===== src/rtl/cs161_ctrl_pkg.sv =====
// Shared encodings for the cs161 multi-cycle control path: opcodes, funct codes,
// ALU operations, FSM state codes and datapath mux select codes.
package cs161_ctrl_pkg;

  localparam logic [5:0] OP_RTYPE = 6'b000000;
  localparam logic [5:0] OP_LW    = 6'b100011;
  localparam logic [5:0] OP_SW    = 6'b101011;
  localparam logic [5:0] OP_BEQ   = 6'b000100;
  localparam logic [5:0] OP_ADDI  = 6'b001000;
  localparam logic [5:0] OP_J     = 6'b000010;

  localparam logic [5:0] FN_ADD = 6'b100000;
  localparam logic [5:0] FN_SUB = 6'b100010;
  localparam logic [5:0] FN_AND = 6'b100100;
  localparam logic [5:0] FN_OR  = 6'b100101;
  localparam logic [5:0] FN_NOR = 6'b100111;
  localparam logic [5:0] FN_SLT = 6'b101010;

  localparam logic [3:0] ALU_AND = 4'b0000;
  localparam logic [3:0] ALU_OR  = 4'b0001;
  localparam logic [3:0] ALU_ADD = 4'b0010;
  localparam logic [3:0] ALU_SUB = 4'b0110;
  localparam logic [3:0] ALU_SLT = 4'b0111;
  localparam logic [3:0] ALU_NOR = 4'b1100;

  localparam logic [1:0] SRCB_RT      = 2'b00;
  localparam logic [1:0] SRCB_FOUR    = 2'b01;
  localparam logic [1:0] SRCB_IMM     = 2'b10;
  localparam logic [1:0] SRCB_IMM_SH2 = 2'b11;

  localparam logic [1:0] PCSRC_ALU    = 2'b00;
  localparam logic [1:0] PCSRC_ALUOUT = 2'b01;
  localparam logic [1:0] PCSRC_JUMP   = 2'b10;

  typedef enum logic [3:0] {
    S_START     = 4'd0,
    S_FETCH     = 4'd1,
    S_DECODE    = 4'd2,
    S_MEM_ADDR  = 4'd3,
    S_MEM_RD    = 4'd4,
    S_MEM_WB    = 4'd5,
    S_MEM_WR    = 4'd6,
    S_R_EXEC    = 4'd7,
    S_R_WB      = 4'd8,
    S_BRANCH    = 4'd9,
    S_JUMP      = 4'd10,
    S_ADDI_EXEC = 4'd11,
    S_ADDI_WB   = 4'd12,
    S_ILLEGAL   = 4'd13
  } state_t;

endpackage


===== src/rtl/cs161_alu_decode.sv =====
// R-type funct field to ALU operation; funct_valid flags the six supported functs.
module cs161_alu_decode
  import cs161_ctrl_pkg::*;
(
  input  logic [5:0] funct,
  output logic [3:0] alu_op,
  output logic       funct_valid
);

  always_comb begin
    alu_op      = ALU_ADD;
    funct_valid = 1'b1;
    case (funct)
      FN_ADD:  alu_op = ALU_ADD;
      FN_SUB:  alu_op = ALU_SUB;
      FN_AND:  alu_op = ALU_AND;
      FN_OR:   alu_op = ALU_OR;
      FN_NOR:  alu_op = ALU_NOR;
      FN_SLT:  alu_op = ALU_SLT;
      default: funct_valid = 1'b0;
    endcase
  end

endmodule


===== src/rtl/cs161_mc_control.sv =====
// Multi-cycle MIPS control FSM with retired-instruction counter and sticky illegal flag.
// Optional CS161_MEM_HANDSHAKE_EN: FETCH/MEM_RD/MEM_WR wait for mem_ready.
module cs161_mc_control
  import cs161_ctrl_pkg::*;
#(
  parameter int COUNT_W      = 32,
  parameter bit ILLEGAL_HALT = 1'b0
) (
  input  logic               clk,
  input  logic               rst,
  input  logic [5:0]         instr_op,
  input  logic [5:0]         funct,
  input  logic               alu_zero,
  input  logic               mem_ready,
  output logic               pc_write,
  output logic               pc_write_cond,
  output logic               i_or_d,
  output logic               mem_read,
  output logic               mem_write,
  output logic               ir_write,
  output logic               mem_to_reg,
  output logic               reg_dst,
  output logic               reg_write,
  output logic               alu_src_a,
  output logic [1:0]         alu_src_b,
  output logic [3:0]         alu_op,
  output logic [1:0]         pc_source,
  output logic [3:0]         state,
  output logic [COUNT_W-1:0] instr_count,
  output logic               illegal
);

  state_t             state_q, state_d;
  logic               is_store_q;
  logic [COUNT_W-1:0] count_q;
  logic               illegal_q;
  logic [3:0]         dec_alu_op;
  logic               dec_funct_valid;
  logic               mem_done;
  logic               retire;
  logic               alu_zero_unused;

`ifdef CS161_MEM_HANDSHAKE_EN
  assign mem_done = mem_ready;
`else
  // mem_ready has no effect in this build; every memory state lasts one cycle
  assign mem_done = 1'b1 | mem_ready;
`endif

  // alu_zero qualifies pc_write_cond in the datapath, not the sequencing here
  assign alu_zero_unused = alu_zero;

  cs161_alu_decode u_alu_decode (
    .funct       (funct),
    .alu_op      (dec_alu_op),
    .funct_valid (dec_funct_valid)
  );

  always_ff @(posedge clk or negedge rst) begin
    if (!rst) begin
      state_q    <= S_START;
      is_store_q <= 1'b0;
      count_q    <= '0;
      illegal_q  <= 1'b0;
    end else begin
      state_q <= state_d;
      if (state_q == S_DECODE)
        is_store_q <= (instr_op == OP_SW);
      if (retire)
        count_q <= count_q + COUNT_W'(1);
      if (state_d == S_ILLEGAL)
        illegal_q <= 1'b1;
    end
  end

  always_comb begin
    state_d = S_START;
    case (state_q)
      S_START:  state_d = S_FETCH;
      S_FETCH:  state_d = mem_done ? S_DECODE : S_FETCH;
      S_DECODE: begin
        case (instr_op)
          OP_RTYPE:     state_d = dec_funct_valid ? S_R_EXEC : S_ILLEGAL;
          OP_LW, OP_SW: state_d = S_MEM_ADDR;
          OP_BEQ:       state_d = S_BRANCH;
          OP_ADDI:      state_d = S_ADDI_EXEC;
          OP_J:         state_d = S_JUMP;
          default:      state_d = S_ILLEGAL;
        endcase
      end
      S_MEM_ADDR:  state_d = is_store_q ? S_MEM_WR : S_MEM_RD;
      S_MEM_RD:    state_d = mem_done ? S_MEM_WB : S_MEM_RD;
      S_MEM_WB:    state_d = S_FETCH;
      S_MEM_WR:    state_d = mem_done ? S_FETCH : S_MEM_WR;
      S_R_EXEC:    state_d = S_R_WB;
      S_R_WB:      state_d = S_FETCH;
      S_BRANCH:    state_d = S_FETCH;
      S_JUMP:      state_d = S_FETCH;
      S_ADDI_EXEC: state_d = S_ADDI_WB;
      S_ADDI_WB:   state_d = S_FETCH;
      S_ILLEGAL:   state_d = ILLEGAL_HALT ? S_ILLEGAL : S_FETCH;
      default:     state_d = S_START;
    endcase
  end

  // An instruction retires on the edge that leaves its final state
  always_comb begin
    retire = 1'b0;
    case (state_q)
      S_MEM_WB, S_R_WB, S_BRANCH, S_JUMP, S_ADDI_WB: retire = 1'b1;
      S_MEM_WR: retire = mem_done;
      default:  retire = 1'b0;
    endcase
  end

  always_comb begin
    pc_write      = 1'b0;
    pc_write_cond = 1'b0;
    i_or_d        = 1'b0;
    mem_read      = 1'b0;
    mem_write     = 1'b0;
    ir_write      = 1'b0;
    mem_to_reg    = 1'b0;
    reg_dst       = 1'b0;
    reg_write     = 1'b0;
    alu_src_a     = 1'b0;
    alu_src_b     = SRCB_RT;
    alu_op        = ALU_AND;
    pc_source     = PCSRC_ALU;
    case (state_q)
      S_FETCH: begin
        mem_read  = 1'b1;
        ir_write  = mem_done;
        pc_write  = mem_done;
        alu_src_b = SRCB_FOUR;
        alu_op    = ALU_ADD;
      end
      S_DECODE: begin
        alu_src_b = SRCB_IMM_SH2;
        alu_op    = ALU_ADD;
      end
      S_MEM_ADDR, S_ADDI_EXEC: begin
        alu_src_a = 1'b1;
        alu_src_b = SRCB_IMM;
        alu_op    = ALU_ADD;
      end
      S_MEM_RD: begin
        mem_read = 1'b1;
        i_or_d   = 1'b1;
      end
      S_MEM_WB: begin
        reg_write  = 1'b1;
        mem_to_reg = 1'b1;
      end
      S_MEM_WR: begin
        mem_write = 1'b1;
        i_or_d    = 1'b1;
      end
      S_R_EXEC: begin
        alu_src_a = 1'b1;
        alu_op    = dec_alu_op;
      end
      S_R_WB: begin
        reg_write = 1'b1;
        reg_dst   = 1'b1;
      end
      S_BRANCH: begin
        alu_src_a     = 1'b1;
        alu_op        = ALU_SUB;
        pc_write_cond = 1'b1;
        pc_source     = PCSRC_ALUOUT;
      end
      S_JUMP: begin
        pc_write  = 1'b1;
        pc_source = PCSRC_JUMP;
      end
      S_ADDI_WB: reg_write = 1'b1;
      default: ;
    endcase
  end

  assign state       = state_q;
  assign instr_count = count_q;
  assign illegal     = illegal_q;

endmodule

===== config.mk =====
export PLATFORM = sky130hd
export DESIGN_NAME = cs161_mc_control
export DESIGN_NICKNAME = d
export VERILOG_FILES = /design/src/rtl/cs161_ctrl_pkg.sv /design/src/rtl/cs161_alu_decode.sv /design/src/rtl/cs161_mc_control.sv
export SDC_FILE = /design/constraint.sdc
export NUM_CORES = 1
export LEC_CHECK = 0
export BUFFER_PORTS_ARGS = -buffer_cell sky130_fd_sc_hd__clkbuf_2
export CAP_MARGIN = 20
export CORE_MARGIN = 2
export CORE_UTILIZATION = 35
export DETAILED_ROUTE_END_ITERATION = 10
export SLEW_MARGIN = 15
export SYNTH_ARGS = -nofsm -noshare
export SYNTH_HDL_FRONTEND = slang
export SYNTH_SLANG_ARGS = --single-unit

===== constraint.sdc =====
create_clock -name clk -period 2.1 [get_ports clk]
set_input_delay 0.525 -clock clk [delete_from_list [all_inputs] [get_ports clk]]
set_output_delay 0.525 -clock clk [all_outputs]
set_load 0.02 [all_outputs]

==> out/results.ini, run 1 <==
[floorplan]
start_util_pct=36.3
io_pins=71
dieWidth_um=82.4
rows=28
coreArea_mm2=0.00592
die_area_mm2=0.00678
die_h_um=82.4

[cells_and_area]
fin_nets=324
fillers=562
seqCellArea_um2=955
multi_input_area_mm2=0.00116
syn_to_final_growth_pct=30.2
instances_no_fill=383
diodes=0
drive_above_1_share_pct=36.4

[timing]
min_period_ns=2.04
min_period_over_period_pct=97.3
drv_slew=0
setup_tns_ns=0
hold_viol=0
slew_headroom_pct=65.0
rsz0062_at_grt=no
fmax_mhz=490
worst_pin_slew_ns=0.525
fin_worst_skew_ns=0.00715
fin_ws_ns=0.0577
finalSetupViolations=0

[placed_design]
gp_congestion=0.797
dpl.cell_count=370
io_buffers=68
pre_cts_ws_ns=0.168
hpwl_um=3640

[synthesis]
synthFlopType=dfrtp_1
synth_edf_count=0
syn_inst=224
ys_seq_elements=38
yosysWarnings=0
avgSynthCellArea_um2=9.60
yosysSeqAreaShare_pct=44.2
synth_top_cell_area_share_pct=44.2
yosys-top-cells-count=dfrtp_1 (38), xnor2_1 (26), nor2_1 (20)
netlist_area_mm2=0.00215
async_flop_share_pct=100
synth_top_cell_by_area=dfrtp_1
yosysMostFrequentCell=dfrtp_1
synthDistinctLibCells=49
syn-num-nets=241
synthTopCellsByArea=dfrtp_1 (44%), xnor2_1 (11%), nand3_1 (3.7%)

[routing]
vias=1905
drc=0
drt_first_pass_iters=4
drtIter0Drc=51
drt-total-wl_um=4790
viasPerCell=4.97
routed.top_layer=met4
drt-met1-wl_um=2200
drt-wirelength-per-cell_um=12.5
wl_met3_um=277
wl_met2_um=2240
ant_nets=0

[pwr]
p_comb_share_pct=45.6
p_sw_share_pct=41.5
cellPowerDensity_mw_per_mm2=969
finalPower_mw=2.71
leakage_nw=1.36
power_frac_clock_pct=18.9
p_int_mw=1.59
power_switching_mw=1.12
power_frac_seq_pct=35.5
max-vdd-ir-drop_v=0.000750

[clock_network]
ctsLongestPathBuffers=2
cts.htree.levels=2
clk_latency_ns=0.29
clk_pin_slew_ns=0.07
cts_sinks=38
numCtsBuffers=5
cts_tree=done
cts_root_buffer=clkbuf_8

[worst_setup_path]
crit_path_start_kind=flip-flop
end_kind=primary output
cp.arrival_ns=1.52
cp_slowest_stage_delay_ns=0.49
cp_max_fo=13
crit_type=reg -> out
critical_path.top_delay_family=flip-flops
required_ns=1.57
path_buf_inv=1
crit_path_top_delay_cell=dfrtp_2
cp_cell_sequence=or2_2 > o22ai_1 > clkbuf_2

[worst_hold_path]
hp-class=in -> async

[grt]
antenna_found_initial=0
grt_use_total_pct=14.7
grt_pass1_wl_um=7700
overflow=0
grt_pass1_vias=1691
grt_max_degree=21

[status]
status=finished, final reports clean

[run]
cap_violations=0

## layer usage
layer,track usage [%],vias to the layer above
li1,-,959
met1,19.0,885
met2,23.7,55
met3,3.59,6
met4,5.33,0
met5,0,-
## layout make-up
class,count,area share (%)
well taps,75,3.35
repair buffers,85,17.4
clock inverters,1,0.179
clock buffers,7,3.09
multi-input cells,174,41.4
inverters,3,0.403
flip-flops and latches,38,34.1
## sequential cells by signal (all words and copies together) (netlist names)
name and flops:
is_store_q 1, illegal 1, instr_count 32, state 4
## power by group through the flow
stage / registers [mW] / logic [mW] / clock network, mW
after CTS: 0.971 / 1.17 / 0.537
after global routing: 0.982 / 1.36 / 0.569
after floorplan: 1.03 / 0.757 / 0
after detailed placement: 0.979 / 1.16 / 0
final: 0.961 / 1.24 / 0.513
after global placement: 0.977 / 1.15 / 0
## cell families after synthesis
| logic type | after synthesis | share of synthesized area (%) |
|---|---|---|
| XOR/XNOR | 33 | 13.4 |
| AND/OR/NAND/NOR | 106 | 27.5 |
| AO/OA/AOI/OAI | 32 | 10.6 |
| flip-flops | 38 | 44.2 |
| buffers and inverters | 12 | 2.56 |
| multiplexers | 2 | 1.05 |
| adder cells (fa/ha/maj) | 1 | 0.582 |
## repair_timing
action                     CTS  global route
setup endpoints to repair    5            10
gates resized for setup      4             5
hold buffers                 0             0
cloned                       0             0
buffers inserted             0             5
## metrics by stage
stage / hold slack [ns] / area [um^2] / utilization, %
floorplan: 0.229 / 2150 / -
CTS: 0.208 / 2750 / 46.4
global route: 0.229 / 2800 / 47.3
global placement: 0.460 / 2650 / 44.7
finish: 0.200 / 2800 / 47.3
detailed placement: 0.475 / 2650 / 44.7
## path summary, 6_finish.rpt
path / start / to / slack, ns / depth (start not counted)
setup / recovery: state[3] / pc_write / 0.06 / 3
max in group asynchronous: rst / instr_count[25] / 1.42 / 2
setup reg to reg: state[3] / instr_count[27] / 0.22 / 6
min in group clk: illegal / illegal / 0.48 / 1
hold reg to reg: illegal / illegal / 0.48 / 1
hold / removal: rst / instr_count[1] / 0.20 / 1
## cell usage in the layout, fill, tap and decap left out, drive strengths merged, types with 2 or more instances in the layout
cell,n
mux2,2
nand3b,2
o21a,2
nand3,16
nand2,19
xnor2,26
o21ai,7
nor3,7
a21oi,7
o22ai,2
nor2,21
nand2b,5
xor2,7
and2,3
dfrtp,38
buf,17
inv,3
or2,3
nor4,3
nand4,10
clkbuf,75
o211ai,2
nor2b,4
o2111ai,2
and3,6
and4,2
Power figures use the tool's default switching activity.
==> inputs of run 2 (changes only) <==
Settings changed: GPL_ROUTABILITY_DRIVEN set to 0, RECOVER_POWER set to 100.
==> run 2 against run 1 <==
Against the previous run:
- clock skew barely moved
- clock power barely moved
- highest routed layer unchanged
- utilization fell by 1.2 points
- first-iteration DRC count fell by 7.8%
- largest power group unchanged
- non-clock buffer count did not move
- fmax barely moved
- critical path depth did not move
- final cell count did not move
- via count rose by 0.52%
- sequential power barely moved
- worst setup slack barely moved
- global-route usage did not move
==> out/results.ini, run 2 (same netlist as run 1, synthesis figures left out) <==
[clock_network]
numCtsBuffers=5  ; unchanged
clk_latency_ns=0.29  ; about the same
cts_hold_buf=0  ; unchanged
clk_pin_slew_ns=0.08  ; was 0.07 ns
cts_root_buffer=clkbuf_8  ; unchanged
cts_sinks=38  ; unchanged
cts_tree=done  ; unchanged
ctsLongestPathBuffers=2  ; unchanged
cts.htree.levels=2  ; unchanged

[cells_and_area]
fin_nets=324  ; unchanged
design_area_mm2=0.00272  ; was 0.00280 mm^2
diodes=0  ; unchanged
drive_above_1_share_pct=23.1  ; was 36.4%
largest_reg_flops=32  ; unchanged
layout_commonest_cell=clkbuf_1  ; was clkbuf_2
syn_to_final_growth_pct=26.7  ; was 30.2%
layout_common_cells=clkbuf_1 (42), dfrtp_1 (35), clkbuf_2 (31)  ; was clkbuf_2 (68), dfrtp_1 (35), xnor2_1 (26)

[routing]
drt-wirelength-per-cell_um=12.6  ; was 12.5 um
drt-total-wl_um=4830  ; was 4790 um
drc=0  ; unchanged
drtIter0Drc=47  ; was 51
viasPerCell=5.00  ; was 4.97
drt_first_pass_iters=4  ; unchanged
vias=1915  ; was 1905
ant_nets=0  ; unchanged

[placed_design]
placed_area_mm2=0.00265  ; unchanged
io_buffers=68  ; unchanged
hpwl_um=3640  ; unchanged
pre_cts_ws_ns=0.168  ; unchanged

[worst_setup_path]
r2r_cells=6  ; unchanged
rr_endpoint=instr_count[27]  ; unchanged
cp_max_fo=13  ; unchanged
cp.arrival_ns=1.52  ; about the same
end_kind=primary output  ; unchanged
crit_path_start_kind=flip-flop  ; unchanged
crit_type=reg -> out  ; unchanged
required_ns=1.57  ; about the same
reg2reg_slack_ns=0.22  ; about the same
reg2reg_from=state[3]  ; unchanged

[run]
cap_violations=0  ; unchanged

[floorplan]
die_area_mm2=0.00678  ; unchanged
rows=28  ; unchanged
die_h_um=82.4  ; unchanged
dieWidth_um=82.4  ; unchanged
coreArea_mm2=0.00592  ; unchanged
start_util_pct=36.3  ; unchanged
io_pins=71  ; unchanged

[timing]
rsz0062_at_grt=no  ; unchanged
drv_slew=0  ; unchanged
finalSetupViolations=0  ; unchanged
fmax_mhz=490  ; about the same
fin_worst_skew_ns=0.00736  ; was 0.00715 ns
worst_pin_slew_ns=1.04  ; was 0.525 ns
min_period_over_period_pct=97.2  ; was 97.3%
hold_viol=0  ; unchanged
setup_tns_ns=0  ; unchanged
slew_headroom_pct=30.4  ; was 65.0%
min_period_ns=2.04  ; about the same
fin_ws_ns=0.0579  ; was 0.0577 ns
finalHoldWorstSlack_ns=0.397  ; was 0.200 ns

[grt]
grt_pass1_vias=1691  ; unchanged
antenna_found_initial=0  ; unchanged
grt_pass1_wl_um=7700  ; unchanged
grt_max_degree=21  ; unchanged
grt_use_total_pct=14.7  ; unchanged
overflow=0  ; unchanged

[worst_hold_path]
hp-class=in -> async  ; unchanged

[pwr]
leakage_nw=1.21  ; was 1.36 nW
max-vdd-ir-drop_v=0.000729  ; was 0.000750 V
cellPowerDensity_mw_per_mm2=985  ; was 969 mW/mm^2

[status]
status=finished, final reports clean  ; unchanged

## run 2: cell types whose count changed in the layout (fill, tap and decap cells not counted)
cell / previous run / this run
clkbuf_4: 0 / 1
buf_12: 1 / 0
buf_4: 14 / 10
clkbuf_2: 68 / 31
clkbuf_1: 1 / 42
and2_0: 0 / 1
and2_1: 3 / 2
## run 2: layout make-up
| class | instances | area, um^2 |
|---|---|---|
| Sequential cell | 38 | 955 |
| Clock buffer | 7 | 86.3 |
| Tap cell | 75 | 93.8 |
| Multi-Input combinational cell | 174 | 1160 |
| Inverter | 3 | 11.3 |
| Timing Repair Buffer | 85 | 414 |
| Fill cell | 578 | 3200 |
| Clock inverter | 1 | 5.00 |
## run 2: timing repair
item	4_1_cts	5_1_grt
setup buffers	0	5
endpoints found under the setup margin	5	10
resized for setup	4	5
gates cloned	0	0
## run 2: worst max-delay path by stage
stage,end,from,cells past startpoint
2_1_floorplan,mem_read,state[0],4
3_3_place_gp,alu_op[1],funct[5],7
3_5_place_dp,state[0],instr_op[1],8
4_1_cts,alu_src_b[0],state[0],4
5_1_grt,alu_src_b[0],state[0],4
6_report,pc_write,state[3],3
## run 2: through the flow
stage / utilization [%] / power [mW] / std cells
floorplan: - / 1.79 / 224
global placement: 44.7 / 2.13 / 370
detailed placement: 44.7 / 2.14 / 370
CTS: 46.4 / 2.68 / 378
global route: 46.0 / 2.88 / 383
finish: 46.0 / 2.68 / 383
## run 2: worst max-delay path, cell delays in order (launching register included)
cell,delay (ns)
dfrtp_2,0.49
or2_2,0.38
o22ai_1,0.17
clkbuf_2,0.19
## run 2: metal layers
metal | vias up | track usage (%) | part of all wire (%)
met5 | - | 0 | 0
met4 | 0 | 5.33 | 1.4
met3 | 6 | 3.59 | 6.8
met2 | 63 | 23.7 | 46
met1 | 886 | 19.0 | 46
li1 | 960 | - | -
## run 2: power breakdown
part / switching, mW / leakage [nW] / internal (mW)
registers: 0.135 / 0.507 / 0.826
clock network: 0.249 / 0.0482 / 0.265
logic: 0.741 / 0.659 / 0.469
==> inputs of run 3 (changes only) <==
Settings changed: RECOVER_POWER 100 to not set.
Clock period 2.1 ns to 2.5 ns, I/O delays scaled along.
==> run 3 against run 2 <==
Against the previous run:
- utilization down 1.1 points
- register-to-register slack gained 0.15 ns
- critical path depth grew 1
- critical endpoint is now alu_op[3]
- sequential share of layout area increased by 0.68 points
- non-clock buffer count decreased by 13
==> out/results.ini, run 3 (same netlist as run 1, synthesis figures left out) <==
[status]
status=finished, final reports clean  ; unchanged

[cells_and_area]
largest_reg_flops=32  ; unchanged
layout_common_cells=clkbuf_2 (68), dfrtp_1 (38), xnor2_1 (26)  ; was clkbuf_1 (42), dfrtp_1 (35), clkbuf_2 (31)
fin_nets=311  ; was 324
drive_above_1_share_pct=30.8  ; was 23.1%
diodes=0  ; unchanged
layout_commonest_cell=clkbuf_2  ; was clkbuf_1
fillers=601  ; was 578
design_area_mm2=0.00266  ; was 0.00272 mm^2
syn_to_final_growth_pct=23.8  ; was 26.7%

[routing]
drt-total-wl_um=4790  ; was 4830 um
viasPerCell=5.07  ; was 5.00
ant_nets=0  ; unchanged
drt_first_pass_iters=4  ; unchanged
drt-wirelength-per-cell_um=12.9  ; was 12.6 um
drc=0  ; unchanged
vias=1876  ; was 1915
drtIter0Drc=63  ; was 47

[pwr]
leakage_nw=1.29  ; was 1.21 nW
cellPowerDensity_mw_per_mm2=827  ; was 985 mW/mm^2
max-vdd-ir-drop_v=0.000542  ; was 0.000729 V

[timing]
min_period_over_period_pct=94.0
finalSetupViolations=0  ; unchanged
fmax_mhz=425
rsz0062_at_grt=no  ; unchanged
fin_worst_skew_ns=0.00637  ; was 0.00736 ns
drv_slew=0  ; unchanged
min_period_ns=2.35
hold_viol=0  ; unchanged
setup_tns_ns=0  ; unchanged
slew_headroom_pct=62.3  ; was 30.4%
worst_pin_slew_ns=0.561  ; was 1.04 ns

[clock_network]
numCtsBuffers=5  ; unchanged
clk_latency_ns=0.28  ; was 0.29 ns
cts_hold_buf=0  ; unchanged
cts_sinks=38  ; unchanged
cts_tree=done  ; unchanged
cts.htree.levels=2  ; unchanged
ctsLongestPathBuffers=2  ; unchanged
cts_root_buffer=clkbuf_8  ; unchanged
clk_pin_slew_ns=0.07  ; was 0.08 ns
cts_resized=0  ; was 4
cts_setup_buffers=0  ; unchanged

[worst_setup_path]
required_ns=1.88  ; was 1.57 ns
cp.arrival_ns=1.73  ; was 1.52 ns
end_kind=primary output  ; unchanged
crit_type=reg -> out  ; unchanged
cp_max_fo=14  ; was 13
crit_path_start_kind=flip-flop  ; unchanged

[placed_design]
io_buffers=68  ; unchanged
placed_area_mm2=0.00257  ; was 0.00265 mm^2
hpwl_um=3570  ; was 3640 um

[grt]
overflow=0  ; unchanged
antenna_found_initial=0  ; unchanged
grt_pass1_vias=1670  ; was 1691
grt_use_total_pct=14.8  ; was 14.7%
grt_pass1_wl_um=7780  ; was 7700 um
grt_max_degree=27  ; was 21

[floorplan]
io_pins=71  ; unchanged
dieWidth_um=82.4  ; unchanged
start_util_pct=36.3  ; unchanged
rows=28  ; unchanged
die_area_mm2=0.00678  ; unchanged
die_h_um=82.4  ; unchanged
coreArea_mm2=0.00592  ; unchanged

[run]
cap_violations=0  ; unchanged

[worst_hold_path]
hp-class=in -> async  ; unchanged

[run 3: cell types whose count changed in the layout (fill, tap and decap cells not counted), moves of 2 or more]
| cell | previous run | this run |
|---|---|---|
| buf_4 | 10 | 4 |
| buf_6 | 2 | 0 |
| clkbuf_1 | 42 | 1 |
| clkbuf_2 | 31 | 68 |
| dfrtp_1 | 35 | 38 |
| dfrtp_2 | 3 | 0 |
| nand2b_1 | 2 | 5 |
| nand2b_2 | 3 | 0 |
[run 3: power breakdown]
group	internal (mW)	switching, mW
sequential	0.689	0.111
clock	0.223	0.210
combinational	0.356	0.613
[run 3: through the flow]
step / setup WS (ns) / power [mW] / std cells / util (%) / hold WS, ns
finish: 0.149 / 2.20 / 370 / 44.9 / 0.230
global route: 0.0201 / 2.36 / 370 / 44.9 / 0.245
CTS: 0.118 / 2.23 / 370 / 44.9 / 0.236
detailed placement: 0.199 / 1.79 / 362 / 43.4 / 0.463
global placement: 0.248 / 1.78 / 362 / 43.4 / 0.450
floorplan: 0.268 / 1.50 / 224 / - / 0.329
[run 3: cell type report]
cell class,count,area [um^2],share of cell area [%]
clock buffers,7,86.3,3.24
clock inverters,1,5.00,0.188
repair buffers,72,370,13.9
multi-input cells,174,1140,43.0
flip-flops and latches,38,951,35.7
inverters,3,11.3,0.423
well taps,75,93.8,3.53
[run 3: worst max-delay path: stages, from the launching register on]
cell      delay, ns
dfrtp_1        0.60
nor2b_1        0.32
nand4_1        0.15
nor3_1         0.18
clkbuf_2       0.20
[run 3: final timing paths]
kind / start / endpoint / slack, ns / cells after the start
setup / recovery: state[2] / alu_op[3] / 0.15 / 4
hold / removal: rst / instr_count[31] / 0.23 / 1
setup reg to reg: state[3] / instr_count[31] / 0.37 / 5
hold reg to reg: illegal / illegal / 0.47 / 1
max in group asynchronous: rst / instr_count[7] / 1.61 / 2
min in group clk: illegal / illegal / 0.47 / 1
[run 3: routing by layer]
layer  vias up  wire length (um)  GRT usage, %  share of wire (%)
li1        929                 -             -                  -
met1       877              2260          19.1                 47
met2        65              2190          25.1                 46
met3         5               290          3.37                6.1
met4         0                52          3.50                1.1
met5         -                 0             0                  0
